$ cat src/rtl/mac_datapath.sv
// rtl/mac_datapath.sv - MAC datapath: vector storage, registered multiply/add stages, accumulator write-back (optional ACC_SAT_EN saturating accumulate)
module mac_datapath #(
  parameter int N     = 4,
  parameter int DW    = 8,
  parameter int ACC_W = 16
) (
  input  logic                       clk,
  input  logic                       rst,
  input  logic                       init_w,
  input  logic                       init_x,
  input  logic                       load_a,
  input  logic                       load_sel,
  input  logic [N*DW-1:0]            w_in,
  input  logic [N*DW-1:0]            x_in,
  output logic                       isfinished,
  output logic signed [ACC_W-1:0]    acc_out,
  output logic [$clog2(N+1)-1:0]     idx_out
);

  localparam int IW = $clog2(N+1);
  localparam int PW = 2 * DW;

  // The guard bit above ACC_W is only observable by the saturating write-back;
  // when wrapping, the low ACC_W bits of the sum are all that matter.
`ifdef ACC_SAT_EN
  localparam int SUM_W = ACC_W + 1;
  localparam logic signed [ACC_W-1:0] ACC_MAX = {1'b0, {(ACC_W-1){1'b1}}};
  localparam logic signed [ACC_W-1:0] ACC_MIN = {1'b1, {(ACC_W-1){1'b0}}};
`else
  localparam int SUM_W = ACC_W;
`endif

  logic signed [DW-1:0]    w_q [N];
  logic signed [DW-1:0]    w_d [N];
  logic signed [DW-1:0]    x_q [N];
  logic signed [DW-1:0]    x_d [N];
  logic [IW-1:0]           idx_q, idx_d;
  logic signed [ACC_W-1:0] acc_q, acc_d;
  logic signed [PW-1:0]    prod_q, prod_d;
  logic signed [SUM_W-1:0] sum_q, sum_d;
  logic signed [DW-1:0]    w_sel, x_sel;
  logic                    at_end;

  assign at_end = (idx_q == IW'(N));

  // Select the operand pair addressed by the current index (zero once idx reaches N)
  always_comb begin
    w_sel = '0;
    x_sel = '0;
    for (int i = 0; i < N; i++) begin
      if (idx_q == IW'(i)) begin
        w_sel = w_q[i];
        x_sel = x_q[i];
      end
    end
  end

  // Multiply and add stage next values; both stages run every cycle
  always_comb begin
    prod_d = '0;
    if (!at_end) begin
      prod_d = PW'(w_sel) * PW'(x_sel);
    end
    sum_d = SUM_W'(acc_q) + SUM_W'(prod_q);
  end

  // Vector capture, index advance and accumulator write-back; init wins over load_a
  always_comb begin
    w_d   = w_q;
    x_d   = x_q;
    idx_d = idx_q;
    acc_d = acc_q;
    if (init_w || init_x) begin
      if (init_w) begin
        for (int i = 0; i < N; i++) begin
          w_d[i] = w_in[i*DW +: DW];
        end
      end
      if (init_x) begin
        for (int i = 0; i < N; i++) begin
          x_d[i] = x_in[i*DW +: DW];
        end
      end
      idx_d = '0;
      acc_d = '0;
    end else if (load_a && !at_end) begin
      if (load_sel) begin
        acc_d = ACC_W'(prod_q);
      end else begin
`ifdef ACC_SAT_EN
        if (sum_q[SUM_W-1] != sum_q[SUM_W-2]) begin
          acc_d = sum_q[SUM_W-1] ? ACC_MIN : ACC_MAX;
        end else begin
          acc_d = sum_q[ACC_W-1:0];
        end
`else
        acc_d = sum_q;
`endif
      end
      idx_d = idx_q + IW'(1);
    end
  end

  // State registers with asynchronous clear
  always_ff @(posedge clk or posedge rst) begin
    if (rst) begin
      for (int i = 0; i < N; i++) begin
        w_q[i] <= '0;
        x_q[i] <= '0;
      end
      idx_q  <= '0;
      acc_q  <= '0;
      prod_q <= '0;
      sum_q  <= '0;
    end else begin
      w_q    <= w_d;
      x_q    <= x_d;
      idx_q  <= idx_d;
      acc_q  <= acc_d;
      prod_q <= prod_d;
      sum_q  <= sum_d;
    end
  end

  assign isfinished = at_end;
  assign acc_out    = acc_q;
  assign idx_out    = idx_q;

endmodule

$ cat config.mk
export PLATFORM = sky130hd
export DESIGN_NAME = mac_datapath
export DESIGN_NICKNAME = d
export VERILOG_FILES = /design/src/rtl/mac_datapath.sv
export SDC_FILE = /design/constraint.sdc
export NUM_CORES = 1
export LEC_CHECK = 0
export CORE_MARGIN = 8
export CORE_UTILIZATION = 47
export CTS_CLUSTER_DIAMETER = 30
export DETAILED_ROUTE_END_ITERATION = 10
export MAX_ROUTING_LAYER = met4
export PLACE_DENSITY_LB_ADDON = 0.3
export SLEW_MARGIN = 10
export SYNTH_ARGS = -nofsm -noshare
export SYNTH_HDL_FRONTEND = slang
export SYNTH_SLANG_ARGS = --single-unit
export TNS_END_PERCENT = 50
$ cat constraint.sdc
create_clock -name clk -period 5.6 [get_ports clk]
set_input_delay 1.68 -clock clk [delete_from_list [all_inputs] [get_ports clk]]
set_output_delay 1.68 -clock clk [all_outputs]
set_load 0.01 [all_outputs]
# [After elaboration in Yosys (flattened, before gate mapping)]
# Cells that the tools add are included.
[totals] ff_bits=115 in_bits=70 out_inout_bits=20 word_cells=40
[op_classes] add_sub_neg=2 n_mul=1 n_eq_ne=4 n_mux=14 reduce_logical=7
[ops] cell="16-bit 2-to-1 mux" n=4
[ops] cell="8-bit 2-to-1 mux" n=8
[ops] cell="16-bit adder" n=1
[ops] cell="8-bit by 8-bit multiplier with 16-bit output" n=1
[ops] cell="3-bit by 2-bit equality test with 1-bit output, second input constant" n=2
[ops] cell="3-bit 2-to-1 mux" n=2
[ops] cell="2-bit AND reduction" n=2
[ops] cell="3-bit by 1-bit adder with 3-bit output, second input constant" n=1
[ops] cell="3-bit by 1-bit equality test with 1-bit output, second input constant" n=1
[ops] cell="3-bit equality test, second input constant" n=1
[ops] cell="3-bit zero test" n=1
[ops] cell="2-bit nonzero test" n=1
[ops] cell="1-bit logical AND" n=1
[ops] cell="1-bit zero test" n=1
[ops] cell="1-bit logical OR" n=1

# [Depth between registers and ports, before layout]
[logic_depth] word_depth=7 depth_mapped=25 mapped_depth_nobuf=23

# [Least setup slack after synthesis]
# OpenSTA, ideal clock, no wires.
[synth_timing] path_kind="register to register" start="register idx_q[0] (netlist: idx_out[0])" end="register prod_q[14]" setup_time_ps=120 arrival_ps=5359 required_time_ps=5480 path_slack_ps=121 stages_incl_launch_ff=21 synth_period_minus_slack_ps=5479 path_cell_list="dfrtp_1 > ha_1 > ha_1 > clkbuf_1 > nor2_1 > buf_2 > a22oi_1 > or2_2 > fa_1 > fa_1 > inv_1 > fa_1 > inv_1 > fa_1 > inv_1 > ha_1 > a21oi_1 > o21ai_0 > a21boi_0 > o21ai_0 > a31o_2"
[synth_between] elab_chain_cells=7
[synth_rtl] item="from (decl)" line_no="37" source="logic [IW-1:0] idx_q, idx_d;"
[synth_rtl] item="from (signal assigned)" line_no="118" source="idx_q <= idx_d;"
[synth_rtl] item="3-bit zero test" line_no="51" source="if (idx_q == IW'(i)) begin"
[synth_rtl] item="8-bit 2-to-1 mux (4 in series)" line_no="51"
[synth_rtl] item="8-bit by 8-bit multiplier with 16-bit output" line_no="62" source="prod_d = PW'(w_sel) * PW'(x_sel);"
[synth_rtl] item="16-bit 2-to-1 mux *" line_no="61" source="if (!at_end) begin"
[synth_rtl] item="net prod_d[14]" line_no="39" source="logic signed [PW-1:0] prod_q, prod_d;"
[synth_rtl] item="to (signal assigned)" line_no="120" source="prod_q <= prod_d;"
[synth_rtl] item="to (decl)" line_no="39"
# The timed path passes the listed nets; every way through them passes the cells marked *.
# A chain may end at the register's enable or synchronous reset.

# [Final worst setup path]
[layout_timing] start="register idx_q[0] (netlist: idx_out[0])" end="register prod_q[15]"
# Same word-level chain as after synthesis.

==> impl_metrics.json <==
{
  "status": "completed",
  "initial_utilization_pct": 47.72,
  "p_int_mw": 2.831,
  "synth_area_leaders": "dfrtp_1 (37%), fa_1 (14%), mux2_2 (9.2%), ha_1 (7.8%), nor2_1 (4.6%)",
  "routedWlPerCell_um": 15.57,
  "drt-initial-drc-count": 282,
  "synth_top_area_cell": "dfrtp_1",
  "yosys_warnings": 0,
  "gr-total-overflow": 0,
  "finalHoldViolCount": 0,
  "grt_usage_pct": 17.56,
  "switching_share_pct": 41.78,
  "synth.top_cell.area_share_pct": 36.62,
  "worstSkewPairLatency_ns": 0.43,
  "synth.avg_cell_area_sq_um": 10.28,
  "cts_sinks": 115,
  "synth_edf_count": 0,
  "drive_gt1_share_pct": 18.13,
  "vias_per_cell": 5.179,
  "cp_slowest_cell": "fa_2",
  "instances_no_fill": 1108,
  "fin_crit_ns": 5.316,
  "fin_crit_sh_pct": 94.94,
  "met2_usage_pct": 28.93,
  "die_h_um": 145.3,
  "cp-end-kind": "register",
  "max-vdd-ir-drop_mv": 0.3759,
  "min_path_type": "reg -> reg",
  "synth_ff_type": "dfrtp_1",
  "worst_slack_ns": 0.2836,
  "seqPwrFrac_pct": 23.0,
  "grt_pass1_vias": 6025,
  "root_buffer": "clkbuf_16",
  "holdWs_ns": 0.5063,
  "critical_path_depth": 22,
  "drt-total-wl_um": 17250,
  "cap_violations": 0,
  "slew_viol_final": 0,
  "synth_cell_types": 45,
  "rows": 47,
  "total_power_mw": 4.862,
  "cp_common_cell": "fa_1",
  "io_pins": 90,
  "setup_viol": 0,
  "async_flop_share_pct": 100.0,
  "start_kind": "register",
  "syn-num-nets": 939,
  "drc": 0,
  "power_frac_clock_pct": 21.5,
  "critical_path_buf_inv_count": 4,
  "dpl-instance-area_sq_um": 9175,
  "grtUsageMet3_pct": 3.887,
  "p_comb_share_pct": 55.4,
  "clock_path_buffers": 2,
  "die-area_sq_um": 21110,
  "leakage_nw": 4.505,
  "coreArea_sq_um": 16470,
  "skew_ns": 0.01577,
  "nNetsFinal": 1050,
  "whs_path_depth": 1,
  "grt_max_degree": 43,
  "antenna_found_initial": 0,
  "cts_made_buffers": 17,
  "num_vias": 5738,
  "p_per_area_nw_per_um2": 496.4,
  "dp.cells": 1075,
  "finalSetupTns_ns": 0,
  "htree_num_levels": 4,
  "path_max_fanout": 18,
  "worst_path_dominant_cell_family": "adder cells",
  "synth_seq_cells": 115,
  "slowest_delay_ns": 0.69,
  "detail_route.first_pass.iterations": 5,
  "post-dp-hpwl_um": 13500,
  "cts_tree": "built",
  "required_ns": 5.92,
  "fmax_mhz": 188.1,
  "final_antenna_net_count": 0,
  "chipWidth_um": 145.3,
  "synthCells": 764,
  "grt_pass1_wl_um": 29390,
  "netlist_area_sq_um": 7858,
  "fin_area_sq_um": 9794,
  "ff2ff_path_depth": 22,
  "crit_arrival_ns": 5.63,
  "relSlewSlack_pct": 35.33,
  "place_congestion": 0.8505,
  "cts.clk_slew.worst_paths_ns": 0.07,
  "gr-max-usage-layer": "met2",
  "tightest_slew_ns": 0.9670,
  "grt_use_met1_pct": 21.20,
  "crit_path_cell_trace": "inv_1, ha_1, buf_12, nand2_1, nor2_1, a21oi_1, o21ai_0, a22oi_2, buf_4, or2_2, fa_2, fa_1, fa_1, inv_1, fa_1, ha_1, a21oi_2, a21oi_1, o21ai_0, a31oi_1, xnor2_1, nor2_1",
  "syn_to_final_growth_pct": 24.65,
  "final_util_pct": 59.48,
  "portBuffers": 89,
  "diodes": 0,
  "p_sw_mw": 2.031,
  "criticalPathCategory": "reg -> reg",
  "pre_cts_ws_ns": 0.07987,
  "synth-seq-area-share_pct": 36.62
}
[registers in the layout, summed over array words and instances, names as in the netlist]
register,flops
w_q,32
x_q,32
acc_out,16
prod_q,16
sum_q,16
idx_out,3
[synth_stat cells, types with 2 or more instances]
master	n
or2_2	17
a22oi_1	16
a21boi_0	2
a21o_1	5
clkbuf_1	20
dfrtp_1	115
mux2i_1	17
nor2_1	96
nor2b_1	6
a211oi_1	19
buf_2	7
inv_1	89
nand2_1	49
o21bai_1	4
fa_1	56
xor2_1	7
o21ai_0	28
xnor2_1	23
and2_1	6
a21oi_1	38
a31oi_1	2
nand3_1	2
o31ai_1	2
ha_1	49
nand2b_1	3
o21a_1	3
and4_1	2
mux2_2	64
[logic make-up after synthesis]
logic type / synth area share [%]
XOR/XNOR: 3.344
flip-flops: 36.62
AO/OA/AOI/OAI: 10.40
buffers and inverters: 5.701
adder cells (fa/ha/maj): 22.07
multiplexers: 11.34
AND/OR/NAND/NOR: 10.53
[metal layers]
layer  wire (um)  up-vias
met5           0        -
met4         258        0
met3         597       20
met2        8771      125
met1        7625     2835
li1            -     2758
[cell usage in the layout (no fill, tap or decap), types with 19 or more instances in the layout]
cell type        Yosys  layout
xnor2_1             23      23
fa_1                56      55
nand2_1             49      49
clkdlybuf4s50_1      0      89
buf_4                0      28
a211oi_1            19      19
ha_1                49      49
a21oi_1             38      36
nor2_1              96      96
o21ai_0             28      22
dfrtp_1            115     115
inv_1               89      88
mux2_2              64      64
[worst paths after layout]
| path | to | from | slack [ns] |
|---|---|---|---|
| max reg2reg | prod_q[15]$_DFF_PP0_ | idx_out[0]$_DFFE_PP0P_ | 0.28 |
| min in group asynchronous | acc_out[1]$_DFFE_PP0P_ | rst | 1.65 |
| min reg2reg | x_q[29]$_DFFE_PP0P_ | x_q[29]$_DFFE_PP0P_ | 0.51 |
| max | prod_q[15]$_DFF_PP0_ | idx_out[0]$_DFFE_PP0P_ | 0.28 |
| min | x_q[29]$_DFFE_PP0P_ | x_q[29]$_DFFE_PP0P_ | 0.51 |
| max in group asynchronous | prod_q[9]$_DFF_PP0_ | rst | 3.05 |
[layout make-up]
cell class | instances | area, sq um
multi-input cells | 532 | 4576
inverters | 89 | 336.6
flip-flops and latches | 115 | 2878
repair buffers | 120 | 1161
clock buffers | 18 | 439.2
well taps | 220 | 275.3
fillers | 1384 | 6671
clock inverters | 14 | 128.9
[what timing repair did]
item	4_1_cts	5_1_grt
gates resized for setup	0	17
endpoints found under the setup margin	0	6
hold buffers	0	0
setup buffers	0	1
[power groups by stage]
stage | registers, mW | logic, mW | clock network, mW
6_report | 1.12 | 2.69 | 1.05
5_1_grt | 1.14 | 3.09 | 1.10
4_1_cts | 1.12 | 2.65 | 1.07
3_5_place_dp | 1.13 | 2.62 | 0
3_3_place_gp | 1.13 | 2.55 | 0
2_1_floorplan | 1.10 | 2.05 | 0
(Power assumes the default switching activity.)
